===== src/rtl/imem_loader.sv =====
// Program loader: receives a framed little-endian byte stream, writes 32-bit words
// into instruction memory, verifies an XOR checksum and then releases the core PC.
module imem_loader #(
    parameter int ADDR_W    = 9,
    parameter int MAX_WORDS = 128
) (
    input  logic              clk,
    input  logic              reset,
    input  logic              start,
    input  logic [7:0]        rx_data,
    input  logic              rx_valid,
    output logic              rx_ready,
    output logic              we0,
    output logic [ADDR_W-1:0] wr_addr0,
    output logic [31:0]       wr_din0,
    output logic              resetpc,
    output logic              busy,
    output logic              done,
    output logic              err,
    output logic [7:0]        words_loaded,
    output logic [2:0]        state_dbg
);

    // Handshake: a byte moves on a rising edge where rx_valid && rx_ready are both 1.
    // rx_ready is a pure decode of the state register and never looks at rx_valid,
    // so a source holding rx_valid through WRITE keeps its byte until DATA resumes.

    typedef enum logic [2:0] {
        S_IDLE   = 3'd0,
        S_HDR_LO = 3'd1,
        S_HDR_HI = 3'd2,
        S_DATA   = 3'd3,
        S_WRITE  = 3'd4,
        S_CHK    = 3'd5,
        S_DONE   = 3'd6,
        S_ERR    = 3'd7
    } state_t;

    state_t      state;
    logic [7:0]  cnt_lo;
    logic [15:0] word_cnt;
    logic [1:0]  byte_idx;
    logic [23:0] asm_lo;
    logic [7:0]  chk_acc;
    logic [7:0]  word_idx;
    logic        xfer;
    logic [15:0] hdr_cnt;

    assign xfer    = rx_valid && rx_ready;
    assign hdr_cnt = {rx_data, cnt_lo};

    assign rx_ready     = (state == S_HDR_LO) || (state == S_HDR_HI) ||
                          (state == S_DATA)   || (state == S_CHK);
    assign busy         = rx_ready || (state == S_WRITE);
    assign we0          = (state == S_WRITE);
    assign done         = (state == S_DONE);
    assign err          = (state == S_ERR);
    assign resetpc      = (state == S_DONE);
    assign words_loaded = word_idx;
    assign state_dbg    = state;

    always_ff @(posedge clk) begin
        if (reset) begin
            state    <= S_IDLE;
            cnt_lo   <= 8'd0;
            word_cnt <= 16'd0;
            byte_idx <= 2'd0;
            asm_lo   <= 24'd0;
            chk_acc  <= 8'd0;
            word_idx <= 8'd0;
            wr_addr0 <= '0;
            wr_din0  <= 32'd0;
        end else begin
            case (state)
                S_IDLE, S_DONE, S_ERR: begin
                    if (start) begin
                        state    <= S_HDR_LO;
                        word_idx <= 8'd0;
                        chk_acc  <= 8'd0;
                        byte_idx <= 2'd0;
                    end
                end
                S_HDR_LO: begin
                    if (xfer) begin
                        cnt_lo <= rx_data;
                        state  <= S_HDR_HI;
                    end
                end
                S_HDR_HI: begin
                    if (xfer) begin
                        word_cnt <= hdr_cnt;
                        if (hdr_cnt == 16'd0 || hdr_cnt > 16'(MAX_WORDS))
                            state <= S_ERR;
                        else
                            state <= S_DATA;
                    end
                end
                S_DATA: begin
                    if (xfer) begin
                        chk_acc  <= chk_acc ^ rx_data;
                        byte_idx <= byte_idx + 2'd1;
                        case (byte_idx)
                            2'd0: asm_lo[7:0]   <= rx_data;
                            2'd1: asm_lo[15:8]  <= rx_data;
                            2'd2: asm_lo[23:16] <= rx_data;
                            default: begin
                                // Address and data are captured together so they only
                                // change when a complete word is about to be written.
                                wr_din0  <= {rx_data, asm_lo};
                                wr_addr0 <= ADDR_W'(word_idx) << 2;
                                state    <= S_WRITE;
                            end
                        endcase
                    end
                end
                S_WRITE: begin
                    word_idx <= word_idx + 8'd1;
                    if (16'(word_idx) + 16'd1 == word_cnt)
                        state <= S_CHK;
                    else
                        state <= S_DATA;
                end
                S_CHK: begin
                    if (xfer) begin
                        if (rx_data == chk_acc)
                            state <= S_DONE;
                        else
                            state <= S_ERR;
                    end
                end
                default: state <= S_IDLE;
            endcase
        end
    end

endmodule

===== config.mk =====
export PLATFORM = sky130hd
export DESIGN_NAME = imem_loader
export DESIGN_NICKNAME = d
export VERILOG_FILES = /design/src/rtl/imem_loader.sv
export SDC_FILE = /design/constraint.sdc
export NUM_CORES = 1
export LEC_CHECK = 0
export ABC_AREA = 1
export CAP_MARGIN = 0
export CORE_AREA = 2 2 112 114
export DETAILED_ROUTE_END_ITERATION = 6
export DIE_AREA = 0 0 114 116
export PLACE_DENSITY = 0.66
export REMOVE_ABC_BUFFERS = 1
export SYNTH_ARGS = -nofsm -noshare
export SYNTH_HDL_FRONTEND = slang
export SYNTH_SLANG_ARGS = --single-unit

===== constraint.sdc =====
create_clock -name clk -period 1.8 [get_ports clk]
set_input_delay 0.27 -clock clk [delete_from_list [all_inputs] [get_ports clk]]
set_output_delay 0.27 -clock clk [all_outputs]
set_load 0.02 [all_outputs]

==> impl_metrics.json, run 1 <==
{
  "cts_sinks": 108,
  "fin_crit_sh_pct": 96.9,
  "ioPinCount": 70,
  "synth_cell_types": 30,
  "dr.pass1.iters": 5,
  "fin_ws_ns": 0.0563,
  "dieHeight_um": 116,
  "rsz0062_at_grt": "true",
  "grt_pass1_wl_um": 18400,
  "placedCellCount": 819,
  "cts_buffer_depth": 2,
  "path_buf_inv": 2,
  "grt_pass1_vias": 3909,
  "vias": 4211,
  "root_buffer": "clkbuf_16",
  "post-dp-hpwl_um": 7620,
  "netlist_instances": 607,
  "cts_tree": "done",
  "port_buffers": 67,
  "overflow": 0,
  "netlist.area_leader.share_pct": 48.5,
  "wl_per_cell_um": 13.9,
  "cts_hold_buf": 0,
  "stdcell_count": 844,
  "htreeDepth": 3,
  "place_congestion": 0.938,
  "layout_common_cells": "nor2_1 (142), dfxtp_1 (103), o21ai_0 (85)",
  "antenna_found_initial": 0,
  "whs_path_depth": 2,
  "start_util_pct": 37.4,
  "slowest_delay_ns": 0.59,
  "final_hold_viol_count": 0,
  "post_drt_via_cell_ratio": 4.99,
  "synth.area.top_cells": "dfxtp_1 (48%), nor2_1 (12%), o21ai_0 (11%), nand2_1 (5.7%), a21oi_1 (4.4%)",
  "post-place-ws_ns": -0.135,
  "crit_type": "reg2out",
  "ant_nets": 0,
  "crit_fanout": 4,
  "layout_commonest_cell": "nor2_1",
  "power.density_nw_per_um2": 1150,
  "die_x_um": 114,
  "crit_arrival_ns": 1.47,
  "drc": 0,
  "crit_cells": 2,
  "ff2ff_path_depth": 15,
  "antenna_cells": 0,
  "skew_ns": 0.0138,
  "fin_nets": 710,
  "leakage_nw": 2.55,
  "clk_pin_slew_ns": 0.07,
  "drive_above_1_share_pct": 12.3,
  "syn_area_um2": 4460,
  "syn_to_final_growth_pct": 32.4,
  "yosysTopAreaCell": "dfxtp_1",
  "routed_wl_um": 11700,
  "slew_violations": 0,
  "drv_cap": 0,
  "min_period_ns": 1.74,
  "ys_ff_latch": 108,
  "die_area_um2": 13200,
  "numCtsBuffers": 9,
  "fmax_ghz": 0.573,
  "gr-usage-all-layers_pct": 17.4,
  "drt_iter0_markers": 303,
  "crit_chain": "buf_4 -> clkdlybuf4s50_1",
  "setup_viol": 0,
  "critPathSlowestCell": "clkdlybuf4s50_1",
  "required_ns": 1.53,
  "irDropWorstVdd_uv": 845,
  "min_path_type": "reg2reg",
  "synth-warning-count": 0,
  "yosysSeqAreaShare_pct": 48.5,
  "nFillCells": 1137,
  "core_um2": 11900,
  "grt_max_degree": 56,
  "hold_slack_ns": 0.452,
  "synth.avg_cell_area_um2": 7.35,
  "crit_path_start_kind": "register",
  "critical-path-top-delay-family": "buffers and inverters",
  "status": "finished clean",
  "worstSkewPairLatency_ns": 0.35,
  "row_count": 40,
  "endpoint_kind": "output pin"
}
==> synthesized netlist by cell type, drive strengths merged <==
library cell / n
nor4: 2
nand2: 68
xnor2: 8
dfxtp: 108
nor2: 150
ha: 5
clkbuf: 21
nand4: 1
nand3b: 2
nor3: 2
a21oi: 39
buf: 12
o31ai: 2
nand3: 19
xor2: 1
a211oi: 2
o211a: 8
inv: 54
conb: 1
o22ai: 1
clkinv: 2
o21ai: 99
==> power breakdown <==
group	switching (mW)	internal, mW	total, mW
clock network	0.915	1.10	2.01
registers	0.176	2.67	2.84
logic	1.16	0.784	1.94
==> final timing paths <==
kind | endpoint | startpoint | slack (ns)
worst max-delay path | words_loaded[3] | words_loaded[3]$_SDFFE_PP0P_ | 0.06
worst min register to register | word_cnt[14]$_SDFFE_PP0P_ | word_cnt[14]$_SDFFE_PP0P_ | 0.45
worst max register to register | state_dbg[2]$_SDFFE_PP0P_ | words_loaded[0]$_SDFFE_PP0P_ | 0.07
worst min-delay path | word_cnt[14]$_SDFFE_PP0P_ | word_cnt[14]$_SDFFE_PP0P_ | 0.45
==> cell families after synthesis <==
kind of cell             Yosys count  share of synthesized area [%]
AND/OR/NAND/NOR                  244                           22.1
AO/OA/AOI/OAI                    151                           18.1
flip-flops                       108                           48.5
buffers and inverters             89                           8.08
XOR/XNOR                           9                           1.77
adder cells (fa/ha/maj)            5                           1.40
other                              1                         0.0841
==> cell type report <==
cell class / count / area (um^2) / share of cell area, %
flip-flops and latches: 108 / 2170 / 36.7
multi-input cells: 411 / 1990 / 33.6
repair buffers: 107 / 1040 / 17.7
clock buffers: 10 / 229 / 3.88
inverters: 56 / 225 / 3.81
well taps: 147 / 184 / 3.12
clock inverters: 5 / 68.8 / 1.17
==> worst reg2reg max path: stages (launching register included) <==
cell and delay, ns:
dfxtp_2 0.34, ha_4 0.27, inv_2 0.03, nand2_2 0.04, nand2_1 0.04, nor2_1 0.07
nand2_1 0.07, nor2_1 0.10, nand3_1 0.08, nor2_1 0.13, nand3_1 0.12, nand2_1 0.08
nand2_1 0.05, nand2_1 0.05, nand2_1 0.05, a21oi_1 0.15
==> state kept, by name, summed over array words and instances, names as in the netlist <==
register,flops
asm_lo,24
byte_idx,2
chk_acc,8
cnt_lo,8
state_dbg,3
word_cnt,16
words_loaded,8
wr_addr0,7
wr_din0,32
==> timing repair <==
action,CTS,global route
endpoints found under the setup margin,16,89
pin swaps,0,10
buffers inserted,0,8
gates resized for setup,17,37
cloned,0,3
==> per-stage QoR <==
step | TNS (ns) | power [mW] | instance area, um^2 | utilization [%]
finish | 0 | 6.79 | 5900 | 49.6
global route | -1.19 | 7.19 | 5900 | 49.6
CTS | -0.0400 | 6.72 | 5730 | 48.1
detailed placement | -0.385 | 4.72 | 5420 | 45.5
global placement | -0.198 | 4.63 | 5420 | 45.5
floorplan | -34.88 | 3.99 | 4310 | -
==> metal layers <==
metal / up-vias / global-route usage (%) / share of wire, %
met4: 0 / 7.72 / 2.4
li1: 2122 / - / -
met1: 1956 / 22.2 / 45
met2: 109 / 29.0 / 48
met5: - / 0 / 0
met3: 24 / 2.93 / 4.6
Power figures use the tool's default switching activity.
==> run 2, diff against run 1 <==
Settings changed: ABC_AREA 1 to not set, CORE_AREA 2 2 112 114 to 2 2 115 117, DIE_AREA 0 0 114 116 to 0 0 117 119, PLACE_DENSITY 0.66 to 0.65.
==> run 2 against run 1 <==
Net effect: the run now ends with negative setup slack left; fmax shrank 6.3%; combinational power down 19%; non-clock buffer count is 25 higher; synthesized cell count is 2.0% lower; synthesized area rose by 5.0%; global-route usage up 0.24 points; clock skew is 0.00057 ns lower; count of clock-buffer cells in the layout increased by 2; power is 12% lower; cell count is 3.2% higher; first-iteration DRC count down 41%; critical path type is now reg2reg; largest cell class is now multi-input gates; largest power group unchanged.
==> impl_metrics.json, run 2 <==
{
  "synthArstFlopShare_pct": 0,
  "irDropWorstVdd_uv": 443,
  "drv_cap": 0,
  "syn_to_final_growth_pct": 33.0,
  "power_frac_clock_pct": 30.3,
  "post_drt_via_cell_ratio": 5.03,
  "antenna_cells": 0,
  "synth_ff_type": "dfxtp_1",
  "setup_viol": 2,
  "htreeDepth": 3,
  "startpoint": "cnt_lo[3]$_SDFFE_PP0P_",
  "fin_crit_sh_pct": 103,
  "crit_chain": "or4_4 -> or3_4 -> a311oi_2 -> a211oi_2 -> a21bo_1",
  "overflow": 0,
  "netlist.area_leader.share_pct": 46.2,
  "r2r_start": "cnt_lo[3]$_SDFFE_PP0P_",
  "cts_buffer_depth": 2,
  "power.switching_mw": 1.81,
  "dr.pass1.iters": 5,
  "row_count": 42,
  "synth_cell_types": 48,
  "grt_pass1_wl_um": 19700,
  "cts_sinks": 108,
  "critPathSlowestCell": "or4_4",
  "port_buffers": 67,
  "min_to": "wr_addr0[6]$_SDFFE_PP0P_",
  "synth-warning-count": 0,
  "wl_per_cell_um": 13.7,
  "synth.area.top_cells": "dfxtp_1 (46%), nand2_1 (12%), a21oi_1 (11%), nor2_1 (3.0%), nand3_1 (3.0%)",
  "violations": "negative setup slack",
  "whs_path_depth": 2,
  "synth_common_cells": "nand2_1 (146), dfxtp_1 (108), a21oi_1 (99)",
  "routed_wl_um": 11900,
  "slew_violations": 0,
  "start_util_pct": 36.4,
  "min_period_ns": 1.86,
  "ys_ff_latch": 108,
  "syn_area_um2": 4680,
  "power_frac_seq_pct": 43.5,
  "clk_pin_slew_ns": 0.07,
  "required_ns": 2.09,
  "power.density_nw_per_um2": 965,
  "fin_ws_ns": -0.0607,
  "fin_nets": 707,
  "largest-register": "wr_din0",
  "final_hold_viol_count": 0,
  "synth.avg_cell_area_um2": 7.87,
  "yosysSeqAreaShare_pct": 46.2,
  "nFillCells": 1239,
  "ant_nets": 0,
  "combPwrFrac_pct": 26.3,
  "skew_ns": 0.0133,
  "drc": 0,
  "status": "finished with violations",
  "gr-usage-all-layers_pct": 17.6,
  "yosysTopAreaCell": "dfxtp_1",
  "vias": 4384,
  "grt_max_degree": 79,
  "place_congestion": 0.816,
  "largestRegisters": "wr_din0 (32), asm_lo (24), word_cnt (16)",
  "cts_tree": "done",
  "die_x_um": 117,
  "crit_arrival_ns": 2.15,
  "leakage_nw": 2.26,
  "largest_reg_flops": 32,
  "layout_common_cells": "nand2_1 (146), dfxtp_1 (104), a21oi_1 (99)",
  "crit_path_start_kind": "register",
  "synth_edf_count": 0,
  "post-place-ws_ns": -0.518,
  "worstSkewPairLatency_ns": 0.35,
  "worstReg2RegEnd": "state_dbg[2]$_SDFFE_PP0P_",
  "synth_most_common_cell": "nand2_1",
  "numCtsBuffers": 9,
  "hold_slack_ns": 0.259,
  "grt_pass1_vias": 4165,
  "core_um2": 12900,
  "drive_above_1_share_pct": 14.7,
  "cts_hold_buf": 0,
  "fin_total_pwr_mw": 6.01,
  "antenna_found_initial": 0,
  "swShare_pct": 30.1,
  "ioPinCount": 70,
  "dieHeight_um": 119,
  "min_path_type": "in2reg",
  "die_area_um2": 13900,
  "final_util_pct": 48.4,
  "layout_commonest_cell": "nand2_1",
  "drt_iter0_markers": 180,
  "path_buf_inv": 0,
  "critical-path-top-delay-family": "simple AND/OR/NAND/NOR gates",
  "slowest_delay_ns": 0.53,
  "p_int_mw": 4.20,
  "min_from": "reset",
  "post-dp-hpwl_um": 8250,
  "post_cts_buffers": 0,
  "rrSetupSlack_ns": -0.06,
  "fmax_ghz": 0.537,
  "crit_fanout": 2,
  "ff2ff_path_depth": 5,
  "rsz0062_at_grt": "true",
  "fin_setup_tns_ns": -0.120,
  "root_buffer": "clkbuf_16",
  "crit_type": "reg2reg",
  "endpoint_kind": "register",
  "netlist_instances": 595
}
==> run 2: cell types whose count changed in the layout (fill, tap and decap cells not counted), sizes merged, moves of 7 or more <==
cell,change
nand2,+78
mux2i,+9
o21ai,-83
nor2,-112
or3,+7
inv,-48
o211a,-7
buf,+28
nand3,+9
xor2,+7
a21oi,+60
nand3b,+8
==> run 2: logic make-up after synthesis <==
family / Yosys count / synth area share (%)
AND/OR/NAND/NOR: 265 / 25.9
flip-flops: 108 / 46.2
multiplexers: 9 / 1.92
other: 1 / 0.0801
buffers and inverters: 55 / 5.40
XOR/XNOR: 15 / 2.81
adder cells (fa/ha/maj): 5 / 1.34
AO/OA/AOI/OAI: 137 / 16.4
==> run 2: how the worst max path moves through the flow <==
stage	endpoint	slack [ns]	depth (start not counted)
final	state_dbg[2]$_SDFFE_PP0P_	-0.06	5
after global routing	state_dbg[1]$_SDFFE_PP0P_	-0.15	5
after CTS	state_dbg[1]$_SDFFE_PP0P_	-0.07	5
after detailed placement	state_dbg[2]$_SDFFE_PP0P_	-0.52	7
after global placement	state_dbg[2]$_SDFFE_PP0P_	-0.51	7
after floorplan	wr_addr0[2]$_SDFFE_PP0P_	-1.86	5
==> run 2: routing by layer <==
layer,track usage [%],part of all wire (%)
met5,0,0
met4,4.85,1.3
met3,5.50,6.7
met2,28.9,48
met1,22.2,44
==> run 2: layout make-up <==
type	count	area [um^2]	area share [%]
Tap cell	176	220	3.54
Clock inverter	4	32.5	0.523
Multi-Input combinational cell	433	2330	37.5
Inverter	6	22.5	0.362
Clock buffer	12	236	3.80
Sequential cell	108	2170	34.9
Timing Repair Buffer	132	1210	19.4
==> run 2: worst register-to-register path, stage by stage (launching register included) <==
cell	delay, ns
dfxtp_1	0.31
or4_4	0.53
or3_4	0.35
a311oi_2	0.33
a211oi_2	0.10
a21bo_1	0.18
==> run 2: repair_timing <==
action                                 4_1_cts  5_1_grt
endpoints found under the hold margin        0        0
resized for setup                           20       15
setup endpoints to repair                   11       15
pin swaps                                    7        1
==> run 2: metrics by stage <==
step                instances  cell area, um^2
floorplan                 547             4460
global placement          855             5880
detailed placement        855             5880
CTS                       871             6190
global route              871             6230
finish                    871             6230
==> run 2: power by group through the flow <==
stage	Combinational [mW]	Clock (mW)	Sequential, mW
finish	1.58	1.82	2.61
global route	1.71	1.97	2.63
CTS	1.56	1.88	2.60
detailed placement	1.53	0	2.64
global placement	1.50	0	2.64
floorplan	0.671	0	2.69
==> run 3, diff against run 2 <==
Settings changed: REMOVE_ABC_BUFFERS 1 to not set.
==> run 3 against run 2 <==
Net effect: the run still ends with negative setup slack left; count of clock-buffer cells in the layout fell by 1; critical path depth unchanged; clock skew fell by 0.0058 ns; combinational power is 8% lower; first-iteration DRC count rose by 46%; via count down 1.4%; worst setup slack better by 0.047 ns; register-to-register slack improved by 0.05 ns; sequential share of layout area decreased by 0.051 points; non-clock buffer count shrank 6; critical path type unchanged; critical endpoint unchanged.
==> impl_metrics.json, run 3 (synthesis results as in run 2) <==
{
  "dieHeight_um": 119,
  "drc": 0,
  "start_util_pct": 36.4,
  "status": "finished with violations",
  "irDropWorstVdd_uv": 635,
  "core_um2": 12900,
  "swShare_pct": 29.2,
  "nFillCells": 1273,
  "ioPinCount": 70,
  "cts_hold_buf": 0,
  "fin_nets": 701,
  "endpoint_kind": "register",
  "crit_type": "reg2reg",
  "clk_pin_slew_ns": 0.07,
  "fin_total_pwr_mw": 6.17,
  "p_int_mw": 4.37,
  "wl_per_cell_um": 13.6,
  "min_path_type": "in2reg",
  "htreeDepth": 3,
  "power_frac_seq_pct": 42.4,
  "setup_viol": 2,
  "drive_above_1_share_pct": 16.1,
  "gr-usage-all-layers_pct": 17.5,
  "grt_pass1_vias": 4163,
  "power.switching_mw": 1.80,
  "routed_wl_um": 11800,
  "drv_cap": 0,
  "hold_slack_ns": 0.159,
  "post-place-ws_ns": -0.541,
  "vias": 4324,
  "crit_arrival_ns": 2.10,
  "cts_buffer_depth": 2,
  "grt_max_degree": 78,
  "crit_fanout": 2,
  "dr.pass1.iters": 4,
  "post_drt_via_cell_ratio": 5.00,
  "largest_reg_flops": 32,
  "slowest_delay_ns": 0.53,
  "power.density_nw_per_um2": 983,
  "die_x_um": 117,
  "skew_ns": 0.00747,
  "worstSkewPairLatency_ns": 0.35,
  "power_frac_clock_pct": 34.0,
  "slew_violations": 0,
  "grt_pass1_wl_um": 19600,
  "post-dp-hpwl_um": 8350,
  "root_buffer": "clkbuf_16",
  "combPwrFrac_pct": 23.6,
  "rsz0062_at_grt": "true",
  "die_area_um2": 13900,
  "cts_sinks": 108,
  "overflow": 0,
  "largestRegisters": "wr_din0 (32), asm_lo (24), word_cnt (16)",
  "antenna_cells": 0,
  "fin_ws_ns": -0.0138,
  "syn_to_final_growth_pct": 33.9,
  "crit_path_start_kind": "register",
  "row_count": 42,
  "ant_nets": 0,
  "fin_crit_sh_pct": 101,
  "layout_commonest_cell": "nand2_1",
  "final_hold_viol_count": 0,
  "antenna_found_initial": 0,
  "port_buffers": 67,
  "cts_tree": "done",
  "required_ns": 2.09,
  "leakage_nw": 2.26,
  "crit_chain": "or4_4 -> or3_4 -> a311oi_2 -> a211oi_2 -> a21bo_1",
  "layout_common_cells": "nand2_1 (146), a21oi_1 (99), dfxtp_1 (98)",
  "place_congestion": 0.780,
  "fmax_ghz": 0.551,
  "drt_iter0_markers": 263,
  "numCtsBuffers": 9,
  "largest-register": "wr_din0",
  "violations": "negative setup slack",
  "min_period_ns": 1.81,
  "critPathSlowestCell": "or4_4"
}
==> run 3: worst paths after layout <==
path	startpoint	endpoint	slack [ns]	depth (start not counted)
hold / removal	reset	state_dbg[0]$_SDFFE_PP0P_	0.16	2
setup reg to reg	cnt_lo[5]$_SDFFE_PP0P_	state_dbg[2]$_SDFFE_PP0P_	-0.01	5
hold reg to reg	wr_din0[8]$_SDFFE_PP0P_	wr_din0[8]$_SDFFE_PP0P_	0.45	2
setup / recovery	cnt_lo[5]$_SDFFE_PP0P_	state_dbg[2]$_SDFFE_PP0P_	-0.01	5
==> run 3: per-layer routing <==
| layer | vias up | part of all wire [%] | track usage (%) |
|---|---|---|---|
| met5 | - | 0 | 0 |
| met2 | 77 | 49 | 28.5 |
| met1 | 2045 | 46 | 23.1 |
| li1 | 2186 | - | - |
| met4 | 0 | 1.4 | 4.34 |
| met3 | 16 | 3.3 | 4.17 |
==> run 3: final cells by class <==
type                    instances  area, um^2  area share (%)
clock buffers                  11         233            3.71
clock inverters                 5        85.1            1.36
inverters                       6        22.5           0.359
multi-input cells             433        2390            38.1
flip-flops and latches        108        2180            34.8
well taps                     176         220            3.51
repair buffers                126        1140            18.1
==> run 3: critical path, delay by kind of cell, from the launching register on <==
family | cells | cell delay, ns
flops | 1 | 0.31
simple gates | 2 | 0.88
compound gates | 3 | 0.57
==> run 3: repair_timing <==
item / CTS / global route
endpoints found under the setup margin: 10 / 72
pin swaps: 10 / 10
setup buffers: 0 / 1
gates resized for setup: 28 / 18
==> run 3: power by group through the flow <==
stage               combinational [mW]  clock [mW]  sequential [mW]
floorplan                        0.823           0             2.64
global placement                  1.37           0             2.65
detailed placement                1.40           0             2.65
CTS                               1.45        2.13             2.61
global route                      1.59        2.23             2.64
finish                            1.46        2.10             2.62
==> run 3: stage by stage <==
stage / area (um^2) / TNS, ns / util, % / cells
finish: 6270 / -0.0197 / 48.7 / 865
global route: 6270 / -0.187 / 48.7 / 865
CTS: 6210 / -0.0500 / 48.2 / 864
detailed placement: 5830 / -1.98 / 45.3 / 848
global placement: 5830 / -1.01 / 45.3 / 848
floorplan: 4700 / -0.00651 / - / 596
